## config.mk

```make
export PLATFORM = sky130hd
export DESIGN_NAME = cmp_debounce_monitor
export DESIGN_NICKNAME = d
export VERILOG_FILES = /design/src/rtl/cmp_debounce_monitor.sv
export SDC_FILE = /design/constraint.sdc
export NUM_CORES = 1
export LEC_CHECK = 0
export CAP_MARGIN = 15
export CORE_MARGIN = 1.5
export CORE_UTILIZATION = 58
export CTS_BUF_LIST = sky130_fd_sc_hd__clkbuf_4 sky130_fd_sc_hd__clkbuf_8
export CTS_CLUSTER_DIAMETER = 120
export DETAILED_ROUTE_END_ITERATION = 6
export GPL_TIMING_DRIVEN = 0
export PLACE_DENSITY = 0.88
export SYNTH_ARGS = -nofsm -noshare
export SYNTH_HDL_FRONTEND = slang
export SYNTH_SLANG_ARGS = --single-unit
```

## constraint.sdc

```tcl
create_clock -name clk -period 5.2 [get_ports clk]
set_input_delay 1.56 -clock clk [delete_from_list [all_inputs] [get_ports clk]]
set_output_delay 1.56 -clock clk [all_outputs]
set_load 0.02 [all_outputs]
```

## src/rtl/cmp_debounce_monitor.sv

```systemverilog
// Debounces per-sample comparator flags into a stable relation state, with
// entry counters, a one-cycle change pulse and a sticky bad-flag-code error.
module cmp_debounce_monitor #(
    parameter int unsigned DEBOUNCE = 4,
    parameter int unsigned CNT_W    = 8
) (
    input  logic             clk,
    input  logic             rst,
    input  logic             in_valid,
    input  logic             greater,
    input  logic             less,
    input  logic             equal,
    input  logic             clear,
    output logic [1:0]       state,
    output logic             change,
    output logic [CNT_W-1:0] gt_count,
    output logic [CNT_W-1:0] lt_count,
    output logic             flag_err
);

    localparam int unsigned RunW = $clog2(DEBOUNCE + 1);
    localparam logic [RunW-1:0] RunMax = RunW'(DEBOUNCE);
    localparam logic [RunW-1:0] RunOne = RunW'(1);

    typedef enum logic [1:0] {
        RelUnknown = 2'b00,
        RelGt      = 2'b01,
        RelLt      = 2'b10,
        RelEq      = 2'b11
    } rel_e;

    rel_e             state_q, state_d;
    rel_e             cand_q, cand_d;
    rel_e             rel;
    logic [RunW-1:0]  run_q, run_d;
    logic             change_q, change_d;
    logic [CNT_W-1:0] gt_q, gt_d;
    logic [CNT_W-1:0] lt_q, lt_d;
    logic             err_q, err_d;
    logic             onehot;

    always_comb begin
        state_d  = state_q;
        cand_d   = cand_q;
        run_d    = run_q;
        change_d = 1'b0;
        gt_d     = gt_q;
        lt_d     = lt_q;
        err_d    = err_q;
        onehot   = ({greater, less, equal} == 3'b100) ||
                   ({greater, less, equal} == 3'b010) ||
                   ({greater, less, equal} == 3'b001);
        rel      = greater ? RelGt : (less ? RelLt : RelEq);

        if (in_valid) begin
            if (!onehot) begin
                // Bad code: keep the candidate but force a fresh run.
                run_d = '0;
                err_d = 1'b1;
            end else begin
                if (rel == cand_q) begin
                    run_d = (run_q == RunMax) ? RunMax : run_q + RunOne;
                end else begin
                    cand_d = rel;
                    run_d  = RunOne;
                end
                if ((run_d == RunMax) && (cand_d != state_q)) begin
                    state_d  = cand_d;
                    change_d = 1'b1;
                    if ((cand_d == RelGt) && (gt_q != '1)) gt_d = gt_q + 1'b1;
                    if ((cand_d == RelLt) && (lt_q != '1)) lt_d = lt_q + 1'b1;
                end
            end
        end

        // Clear overrides any same-cycle increment or error.
        if (clear) begin
            gt_d  = '0;
            lt_d  = '0;
            err_d = 1'b0;
        end
    end

    always_ff @(posedge clk or posedge rst) begin
        if (rst) begin
            state_q  <= RelUnknown;
            cand_q   <= RelUnknown;
            run_q    <= '0;
            change_q <= 1'b0;
            gt_q     <= '0;
            lt_q     <= '0;
            err_q    <= 1'b0;
        end else begin
            state_q  <= state_d;
            cand_q   <= cand_d;
            run_q    <= run_d;
            change_q <= change_d;
            gt_q     <= gt_d;
            lt_q     <= lt_d;
            err_q    <= err_d;
        end
    end

    assign state    = state_q;
    assign change   = change_q;
    assign gt_count = gt_q;
    assign lt_count = lt_q;
    assign flag_err = err_q;

endmodule
```

==> impl_metrics.env, run 1 <==
export IMPL_hp_class="reg -> reg"
export IMPL_synth_top_family_by_area="compound AO/OA/AOI/OAI gates"
export IMPL_die_area_um2=2870
export IMPL_initial_utilization_pct=60.5
export IMPL_syn_inst=160
export IMPL_overflow=0
export IMPL_slew_violations=0
export IMPL_drt_iter0_drc=40
export IMPL_hold_buffers=0
export IMPL_min_from="flag_err"
export IMPL_holdPathEnd="flag_err"
export IMPL_dpl_hpwl_um=2670
export IMPL_synth_yosys_seq_area_share_pct=42.1
export IMPL_syn_area_um2=1490
export IMPL_fin_tns_setup_ps=0
export IMPL_synth_nets=171
export IMPL_nNetsFinal=200
export IMPL_clkTransAtPathRegs_ps=150
export IMPL_clk_path_buf_depth=2
export IMPL_route_detailed_drc=0
export IMPL_h_tree_depth=1
export IMPL_outcome="finished clean"
export IMPL_irDropWorstVdd_uv=154
export IMPL_grt_pass1_vias=1335
export IMPL_clkLatencyLatePin_ps=330
export IMPL_synth_mux_area_share_pct=1.52
export IMPL_worst_slack_ps=1780
export IMPL_routed_wl_um=3640
export IMPL_vias=1421
export IMPL_layout_min_cycle_time_ps=3420
export IMPL_finalHoldViolCount=0
export IMPL_cap_violations=0
export IMPL_synthXorXnorAreaFrac_pct=1.77
export IMPL_final_cell_mix="dfrtp_1, clkdlybuf4s50_1, a21oi_1, o21ai_0, inv_1"
export IMPL_cts_tree="done"
export IMPL_power_density_nw_per_um2=193
export IMPL_fin_skew_ps=9.12
export IMPL_wl_per_cell_um=16.7
export IMPL_io_pins=27
export IMPL_n_antenna_cell=0
export IMPL_avgSynthCellArea_um2=9.28
export IMPL_synth_simple_gate_area_share_pct=21.0
export IMPL_p_comb_share_pct=13.7
export IMPL_p_int_w=0.000249
export IMPL_synth_fa_ha_area_share_pct=3.37
export IMPL_port_buffers=24
export IMPL_ys_seq_elements=25
export IMPL_setup_worst_path_start_class="input pin"
export IMPL_nFillCells=205
export IMPL_final_layout_size_suffix_gt1_share_pct=8.51
export IMPL_firstDrtPassIters=4
export IMPL_num_rows=18
export IMPL_leakagePower_nw=0.683
export IMPL_critical_path_class="in -> reg"
export IMPL_grt_max_degree=26
export IMPL_finalPower_w=0.000345
export IMPL_worst_r2r_cell_count=8
export IMPL_reg2reg_from="run_q[0]"
export IMPL_cts_resized=0
export IMPL_post_cts_buffers=0
export IMPL_maxSlewHeadroom_pct=36.2
export IMPL_setup_violations=0
export IMPL_switching_share_pct=27.9
export IMPL_antenna_found_initial=0
export IMPL_r2r_end="gt_count[6]"
export IMPL_cts_sinks=25
export IMPL_clock_fmax_ghz=0.292
export IMPL_synth_compound_area_share_pct=24.2
export IMPL_seqCellArea_um2=626
export IMPL_ys_types=39
export IMPL_clock_root_buffer="clkbuf_4"
export IMPL_area_delta_synth_final_pct=20.6
export IMPL_ys_warn_count=0
export IMPL_worst_ep_arrival_time_ps=3660
export IMPL_p_clk_share_pct=26.4
export IMPL_final_common_cell="dfrtp_1"
export IMPL_hold_depth=2
export IMPL_grt_pass1_wl_um=5840
export IMPL_async_reset_ff_share_pct=100
export IMPL_p_switching_w=0.0000965
export IMPL_die_w_um=53.6
export IMPL_multi_input_area_um2=769
export IMPL_die_h_um=53.6
export IMPL_viasPerCell=6.52
export IMPL_place_gp_congestion=0.809
export IMPL_required_ps=5440
export IMPL_ant_nets=0
export IMPL_dpl_cell_area_um2=1760
export IMPL_seq_power_share_pct=59.9
export IMPL_place_ws_ps=1410
export IMPL_grt_setup_unrepaired="no"
export IMPL_design_area_um2=1790
export IMPL_critPathMaxFanout=10
export IMPL_synth_top_flop_cell="dfrtp_1"
export IMPL_worst_setup_path_end_kind="flip-flop"
export IMPL_grt_usage_pct=28.5
export IMPL_core_um2=2450
export IMPL_synth_edf_count=0
export IMPL_tightest_slew_ps=956
export IMPL_numCtsBuffers=3
export IMPL_post_route_period_util_pct=65.8
export IMPL_ff2ff_setup_slack_ps=2730
[cell type report]
type                    count  area share [%]
well taps                  30            2.10
clock buffers               3            1.26
inverters                  12            2.52
multi-input cells         115            43.0
repair buffers             24            13.4
clock inverters             1           0.280
plain buffers               8            2.52
flip-flops and latches     25            34.9
[Yosys cell counts (3+ instances only)]
cell type / n / share of area [%]
ha_1: 4 / 3.4
dfrtp_1: 25 / 42
nand4_1: 5 / 2.1
nand3_1: 8 / 2.7
or4_1: 8 / 4.0
nand2_1: 7 / 1.8
or3_1: 4 / 1.7
o21ai_0: 14 / 4.7
clkbuf_1: 4 / 1.0
a21oi_1: 23 / 7.8
nor2_1: 3 / 0.76
inv_1: 12 / 3.0
o31ai_1: 8 / 4.0
[worst max path at each step]
| stage | startpoint | endpoint | slack [ps] | depth (start not counted) |
|---|---|---|---|---|
| 2_1_floorplan | in_valid | gt_count[6] | 2130 | 7 |
| 3_3_place_gp | less | gt_count[6] | 1500 | 8 |
| 3_5_place_dp | equal | gt_count[6] | 1410 | 7 |
| 4_1_cts | equal | gt_count[6] | 1790 | 7 |
| 5_1_grt | greater | gt_count[6] | 1660 | 5 |
| 6_report | equal | gt_count[6] | 1780 | 7 |
[metrics by stage]
stage	utilization, %	hold WS, ps	std cells
3_5_place_dp	71.8	497	214
3_3_place_gp	71.8	488	214
6_report	72.9	523	218
4_1_cts	72.9	534	218
2_1_floorplan	-	489	160
5_1_grt	72.9	576	218
[kinds of logic (layout without fill, tap and decap cells)]
family                   after synthesis  in the layout
AO/OA/AOI/OAI                         56             56
AND/OR/NAND/NOR                       50             50
flip-flops                            25             25
buffers and inverters                 20             48
adder cells (fa/ha/maj)                4              4
XOR/XNOR                               3              3
multiplexers                           2              2
[metal layers]
layer	wire length [um]	global-route usage, %
met5	0	0
met1	1540	34.2
met2	1850	49.2
met4	99	16.2
met3	148	3.33
[flip-flops by register name, indices dropped and copies added (netlist names)]
name / flops
lt_count: 8
gt_count: 8
run_q: 3
cand_q: 2
flag_err: 1
state: 2
change: 1
[critical path, stage by stage]
cell and delay, ps:
clkdlybuf4s50_1 590, and4b_1 230, nand3b_1 140, a21bo_4 260, buf_6 140, nor4_1 350, mux2_2 380
[power groups by stage]
| stage | logic (W) | registers (W) | clock network, W |
|---|---|---|---|
| 2_1_floorplan | 0.0000323 | 0.000209 | 0 |
| 3_3_place_gp | 0.0000439 | 0.000209 | 0 |
| 3_5_place_dp | 0.0000472 | 0.000210 | 0 |
| 4_1_cts | 0.0000474 | 0.000207 | 0.0000937 |
| 5_1_grt | 0.0000531 | 0.000208 | 0.0000965 |
| 6_report | 0.0000473 | 0.000207 | 0.0000911 |
Note: power is estimated with default switching activity, not from simulation.
==> run 2: changes to the inputs <==
CORE_UTILIZATION = 54   (was 58)
PLACE_DENSITY = 0.83   (was 0.88)
clock period = 3.5 ns   (was 5.2 ns; I/O delays follow)
==> run 2 against run 1 <==
Effect of this change: clock-buffer cell count up 1; worst hold slack gained 1.9 ps; global-route usage is 5.6 points lower; first-iteration DRC count up 7.5%; die area rose by 7.0%; cell area up 0.14%; largest cell class unchanged; highest routed layer unchanged.
==> impl_metrics.env, run 2 (synthesis results as in run 1) <==
export IMPL_drt_iter0_drc=43
export IMPL_clkLatencyLatePin_ps=310
export IMPL_viasPerCell=6.14
export IMPL_wl_per_cell_um=15.7
export IMPL_worst_r2r_cell_count=8
export IMPL_ff2ff_setup_slack_ps=1080
export IMPL_clock_fmax_ghz=0.351
export IMPL_critical_path_class="in -> reg"
export IMPL_timing_critical_path_buf_inv=3
export IMPL_required_ps=3720
export IMPL_worst_ep_arrival_time_ps=3070
export IMPL_maxSlewHeadroom_pct=37.2
export IMPL_setup_worst_path_start_class="input pin"
export IMPL_route_detailed_drc=0
export IMPL_min_from="flag_err"
export IMPL_clk_path_buf_depth=2
export IMPL_hp_class="reg -> reg"
export IMPL_grt_pass1_wl_um=5780
export IMPL_cap_violations=0
export IMPL_grt_max_degree=26
export IMPL_die_w_um=55.4
export IMPL_fin_skew_ps=1.87
export IMPL_whs_ps=525
export IMPL_nNetsFinal=200
export IMPL_firstDrtPassIters=4
export IMPL_clock_root_buffer="clkbuf_4"
export IMPL_clkTransAtPathRegs_ps=140
export IMPL_dpl_hpwl_um=2460
export IMPL_dpl_cell_area_um2=1760
export IMPL_final_util_pct=70.5
export IMPL_slew_violations=0
export IMPL_antenna_found_initial=0
export IMPL_grt_pass1_vias=1293
export IMPL_io_pins=27
export IMPL_holdPathEnd="flag_err"
export IMPL_critical_path_top_delay_family="buffers and inverters"
export IMPL_numCtsBuffers=3
export IMPL_ant_nets=0
export IMPL_seq_power_share_pct=59.7
export IMPL_die_h_um=55.4
export IMPL_power_density_nw_per_um2=287
export IMPL_post_route_period_util_pct=81.5
export IMPL_p_comb_share_pct=13.4
export IMPL_hold_buffers=0
export IMPL_area_delta_synth_final_pct=20.7
export IMPL_cts_resized=0
export IMPL_switching_share_pct=26.3
export IMPL_outcome="finished clean"
export IMPL_hold_depth=2
export IMPL_initial_utilization_pct=58.4
export IMPL_final_layout_size_suffix_gt1_share_pct=8.51
export IMPL_final_cell_mix="dfrtp_1, clkdlybuf4s50_1, a21oi_1, o21ai_0, inv_1"
export IMPL_p_switching_w=0.000135
export IMPL_critPathMaxFanout=10
export IMPL_tightest_slew_ps=940
export IMPL_place_gp_congestion=0.760
export IMPL_fin_tns_setup_ps=0
export IMPL_reg2reg_from="run_q[0]"
export IMPL_num_rows=18
export IMPL_irDropWorstVdd_uv=237
export IMPL_cpPeakStageDelay_ps=480
export IMPL_r2r_end="gt_count[6]"
export IMPL_slowest_stage="clkdlybuf4s50_1"
export IMPL_grt_usage_pct=22.9
export IMPL_leakagePower_nw=0.684
export IMPL_design_area_um2=1790
export IMPL_final_common_cell="dfrtp_1"
export IMPL_port_buffers=24
export IMPL_routed_wl_um=3420
export IMPL_cts_sinks=25
export IMPL_p_int_w=0.000379
export IMPL_finalHoldViolCount=0
export IMPL_grt_setup_unrepaired="no"
export IMPL_cts_tree="done"
export IMPL_worst_setup_path_end_kind="flip-flop"
export IMPL_crit_chain="clkdlybuf4s50_1, buf_4, and4bb_2, o21ai_2, a21bo_4, buf_6, nor4_1, mux2_2"
export IMPL_n_antenna_cell=0
export IMPL_post_cts_buffers=0
export IMPL_vias=1338
export IMPL_setup_violations=0
export IMPL_h_tree_depth=1
export IMPL_nFillCells=209
export IMPL_overflow=0
export IMPL_layout_min_cycle_time_ps=2850
export IMPL_die_area_um2=3070
export IMPL_p_clk_share_pct=26.9
export IMPL_core_um2=2540
run 2: cell types whose count changed in the layout (fill, tap and decap cells not counted), sizes merged:
cell    previous run  this run
clkbuf             7         8
clkinv             1         0
run 2: how the worst max path moves through the flow:
| stage | startpoint | end | slack (ps) | cells after the start |
|---|---|---|---|---|
| 3_5_place_dp | equal | lt_count[6] | 320 | 7 |
| 5_1_grt | greater | gt_count[6] | 540 | 5 |
| 6_report | less | gt_count[6] | 650 | 8 |
| 4_1_cts | less | lt_count[6] | 670 | 8 |
| 2_1_floorplan | in_valid | gt_count[6] | 940 | 7 |
| 3_3_place_gp | less | gt_count[6] | 330 | 8 |
run 2: worst reg2reg max path: stages (launching register included):
cell and delay (ps):
dfrtp_1 410, inv_1 90, ha_1 330, nor3b_1 230, o22a_1 200, a21bo_4 250, buf_6 140, nor4_1 290
mux2_2 370
run 2: power by group through the flow:
stage                     clock (W)  combinational [W]  sequential (W)
after global placement            0          0.0000653        0.000311
after detailed placement          0          0.0000691        0.000312
final                      0.000138          0.0000691        0.000307
after global routing       0.000150          0.0000761        0.000308
after floorplan                   0          0.0000480        0.000311
after CTS                  0.000141          0.0000697        0.000307
run 2: cell type report:
cell class	instances	area, um^2	area share [%]
clock buffers	4	30.0	1.67
multi-input cells	115	769	42.9
inverters	12	45.0	2.51
flip-flops and latches	25	626	34.9
well taps	30	37.5	2.09
plain buffers	8	45.0	2.51
repair buffers	24	240	13.4
run 2: layer usage:
| layer | global-route usage (%) | part of all wire, % | up-vias | wire [um] |
|---|---|---|---|---|
| li1 | - | - | 655 | - |
| met1 | 30.6 | 46 | 651 | 1580 |
| met2 | 38.8 | 50 | 28 | 1710 |
| met3 | 2.58 | 3.2 | 4 | 109 |
| met4 | 6.97 | 0.64 | 0 | 22 |
| met5 | 0 | 0 | - | 0 |
run 2: stage by stage:
| stage | std cells | setup WS (ps) | power, W |
|---|---|---|---|
| floorplan | 160 | 940 | 0.000359 |
| global placement | 214 | 329 | 0.000377 |
| detailed placement | 214 | 325 | 0.000382 |
| CTS | 218 | 667 | 0.000517 |
| global route | 218 | 541 | 0.000535 |
| finish | 218 | 647 | 0.000515 |
==> run 3: changes to the inputs <==
CORE_UTILIZATION = 49   (was 54)
PLACE_DENSITY = 0.79   (was 0.83)
clock period = 2.5 ns   (was 3.5 ns; I/O delays follow)
==> run 3 against run 2 <==
Effect of this change: final cell count increased by 0.92%; power increased by 40%; sequential share of layout area is 1.4 points lower; clock-buffer cell count is 1 lower; worst hold slack better by 26 ps; global-route usage decreased by 1.4 points; die area rose by 9.6%; clock power increased by 39%; combinational power rose by 44%; core utilization is 3.9 points lower; first-iteration DRC count grew 67%; largest cell class unchanged.
==> impl_metrics.env, run 3 (synthesis results as in run 1) <==
export IMPL_grt_max_degree=26
export IMPL_overflow=0
export IMPL_dpl_cell_area_um2=1760
export IMPL_finalHoldViolCount=0
export IMPL_outcome="finished clean"
export IMPL_antenna_found_initial=0
export IMPL_critical_path_class="in -> reg"
export IMPL_post_route_period_util_pct=97.9
export IMPL_slew_violations=0
export IMPL_instances_no_fill=220
export IMPL_cap_violations=0
export IMPL_layout_min_cycle_time_ps=2450
export IMPL_finalPower_w=0.000721
export IMPL_required_ps=2720
export IMPL_n_antenna_cell=0
export IMPL_irDropWorstVdd_uv=223
export IMPL_worst_ep_arrival_time_ps=2670
export IMPL_crit_chain="clkdlybuf4s50_1, buf_6, and4bb_2, o21ai_2, a21bo_4, buf_6, nor4_4, mux2_2"
export IMPL_clkTransAtPathRegs_ps=130
export IMPL_tightest_slew_ps=962
export IMPL_maxSlewHeadroom_pct=35.8
export IMPL_seqCellArea_um2=626
export IMPL_grt_pass1_wl_um=5660
export IMPL_final_cell_mix="dfrtp_1, a21oi_1, clkdlybuf4s50_1, o21ai_0, inv_1"
export IMPL_wl_per_cell_um=15.7
export IMPL_grt_pass1_vias=1253
export IMPL_crit_path_frequent_cell="buf_6"
export IMPL_vias=1388
export IMPL_multi_input_area_um2=825
export IMPL_nFillCells=237
export IMPL_nNetsFinal=201
export IMPL_cpPeakStageDelay_ps=500
export IMPL_clock_fmax_ghz=0.409
export IMPL_final_common_cell="dfrtp_1"
export IMPL_dp_cells=215
export IMPL_viasPerCell=6.31
export IMPL_critPathMaxFanout=10
export IMPL_hp_class="reg -> reg"
export IMPL_hold_buffers=0
export IMPL_ant_nets=0
export IMPL_die_w_um=58.1
export IMPL_grt_usage_pct=21.5
export IMPL_routed_wl_um=3450
export IMPL_fin_skew_ps=18.4
export IMPL_cts_sinks=25
export IMPL_initial_utilization_pct=52.9
export IMPL_final_layout_size_suffix_gt1_share_pct=11.6
export IMPL_power_density_nw_per_um2=386
export IMPL_numCtsBuffers=3
export IMPL_area_delta_synth_final_pct=25.6
export IMPL_core_um2=2810
export IMPL_die_area_um2=3370
export IMPL_clkLatencyLatePin_ps=340
export IMPL_firstDrtPassIters=6
export IMPL_io_pins=27
export IMPL_grt_setup_unrepaired="no"
export IMPL_num_rows=19
export IMPL_dpl_hpwl_um=2420
export IMPL_worst_setup_path_end_kind="flip-flop"
export IMPL_whs_ps=551
export IMPL_die_h_um=58.1
export IMPL_place_gp_congestion=0.774
export IMPL_clock_root_buffer="clkbuf_4"
export IMPL_setup_violations=0
export IMPL_h_tree_depth=1
export IMPL_setup_worst_path_start_class="input pin"
export IMPL_port_buffers=24
export IMPL_clk_path_buf_depth=2
export IMPL_cts_tree="done"
export IMPL_slowest_stage="clkdlybuf4s50_1"
export IMPL_leakagePower_nw=0.728
export IMPL_drt_iter0_drc=72
export IMPL_route_detailed_drc=0
export IMPL_design_area_um2=1870
## run 3: cell types whose count changed in the layout (fill, tap and decap cells not counted)
cell | previous run | this run
buf_6 | 1 | 2
nor4_1 | 2 | 0
or4_4 | 0 | 1
or4_1 | 8 | 7
dlymetal6s2s_1 | 0 | 2
a21oi_2 | 0 | 1
clkinvlp_4 | 0 | 1
nor4_4 | 0 | 2
clkdlybuf4s50_1 | 24 | 22
o221ai_1 | 1 | 0
clkbuf_4 | 4 | 3
a21oi_1 | 23 | 22
o221ai_4 | 0 | 1
## run 3: routing by layer
layer	vias to the layer above	share of wire, %	GRT usage, %
li1	669	-	-
met1	668	44	29.5
met2	47	49	34.9
met3	4	5.3	2.46
met4	0	1.3	8.31
met5	-	0	0
## run 3: where the power goes
part	total [W]	internal, W	switching (W)
clock	0.000192	0.0000613	0.000131
combinational	0.0000997	0.0000444	0.0000553
sequential	0.000429	0.000415	0.0000140
total	0.000721	0.000521	0.000200
## run 3: layout make-up
type	count	share of cell area, %
multi-input cells	115	44.2
flip-flops and latches	25	33.5
repair buffers	25	13.5
plain buffers	8	2.62
inverters	12	2.41
well taps	31	2.08
clock buffers	3	1.21
clock inverters	1	0.402
## run 3: worst max-delay path: cells and delay by family
| kind | cells | cell delay, ps |
|---|---|---|
| buf+inv | 3 | 770 |
| simple gates | 2 | 470 |
| mux | 1 | 360 |
| compound gates | 2 | 310 |
## run 3: repair_timing
item	CTS	global route
pin swaps	0	1
gates resized for setup	5	6
setup endpoints to repair	2	12
cloned	0	0
setup buffers	0	1
## run 3: worst paths after layout
| path | start | to | slack (ps) | depth (start not counted) |
|---|---|---|---|---|
| worst max-delay path | less | lt_count[6] | 50 | 8 |
| worst min-delay path | run_q[1] | run_q[1] | 550 | 1 |
| worst max register to register | run_q[0] | lt_count[6] | 190 | 8 |
| worst min register to register | run_q[1] | run_q[1] | 550 | 1 |
| max in group asynchronous | rst | cand_q[0] | 990 | 2 |
| min in group asynchronous | rst | lt_count[2] | 910 | 2 |
## run 3: through the flow
step           util, %  worst slack (ps)  TNS (ps)
6_report          66.5              52.6         0
2_1_floorplan        -               240         0
3_3_place_gp      62.9              -406     -3830
5_1_grt           66.5              3.41         0
4_1_cts           65.1              8.99         0
3_5_place_dp      62.9              -463     -4700
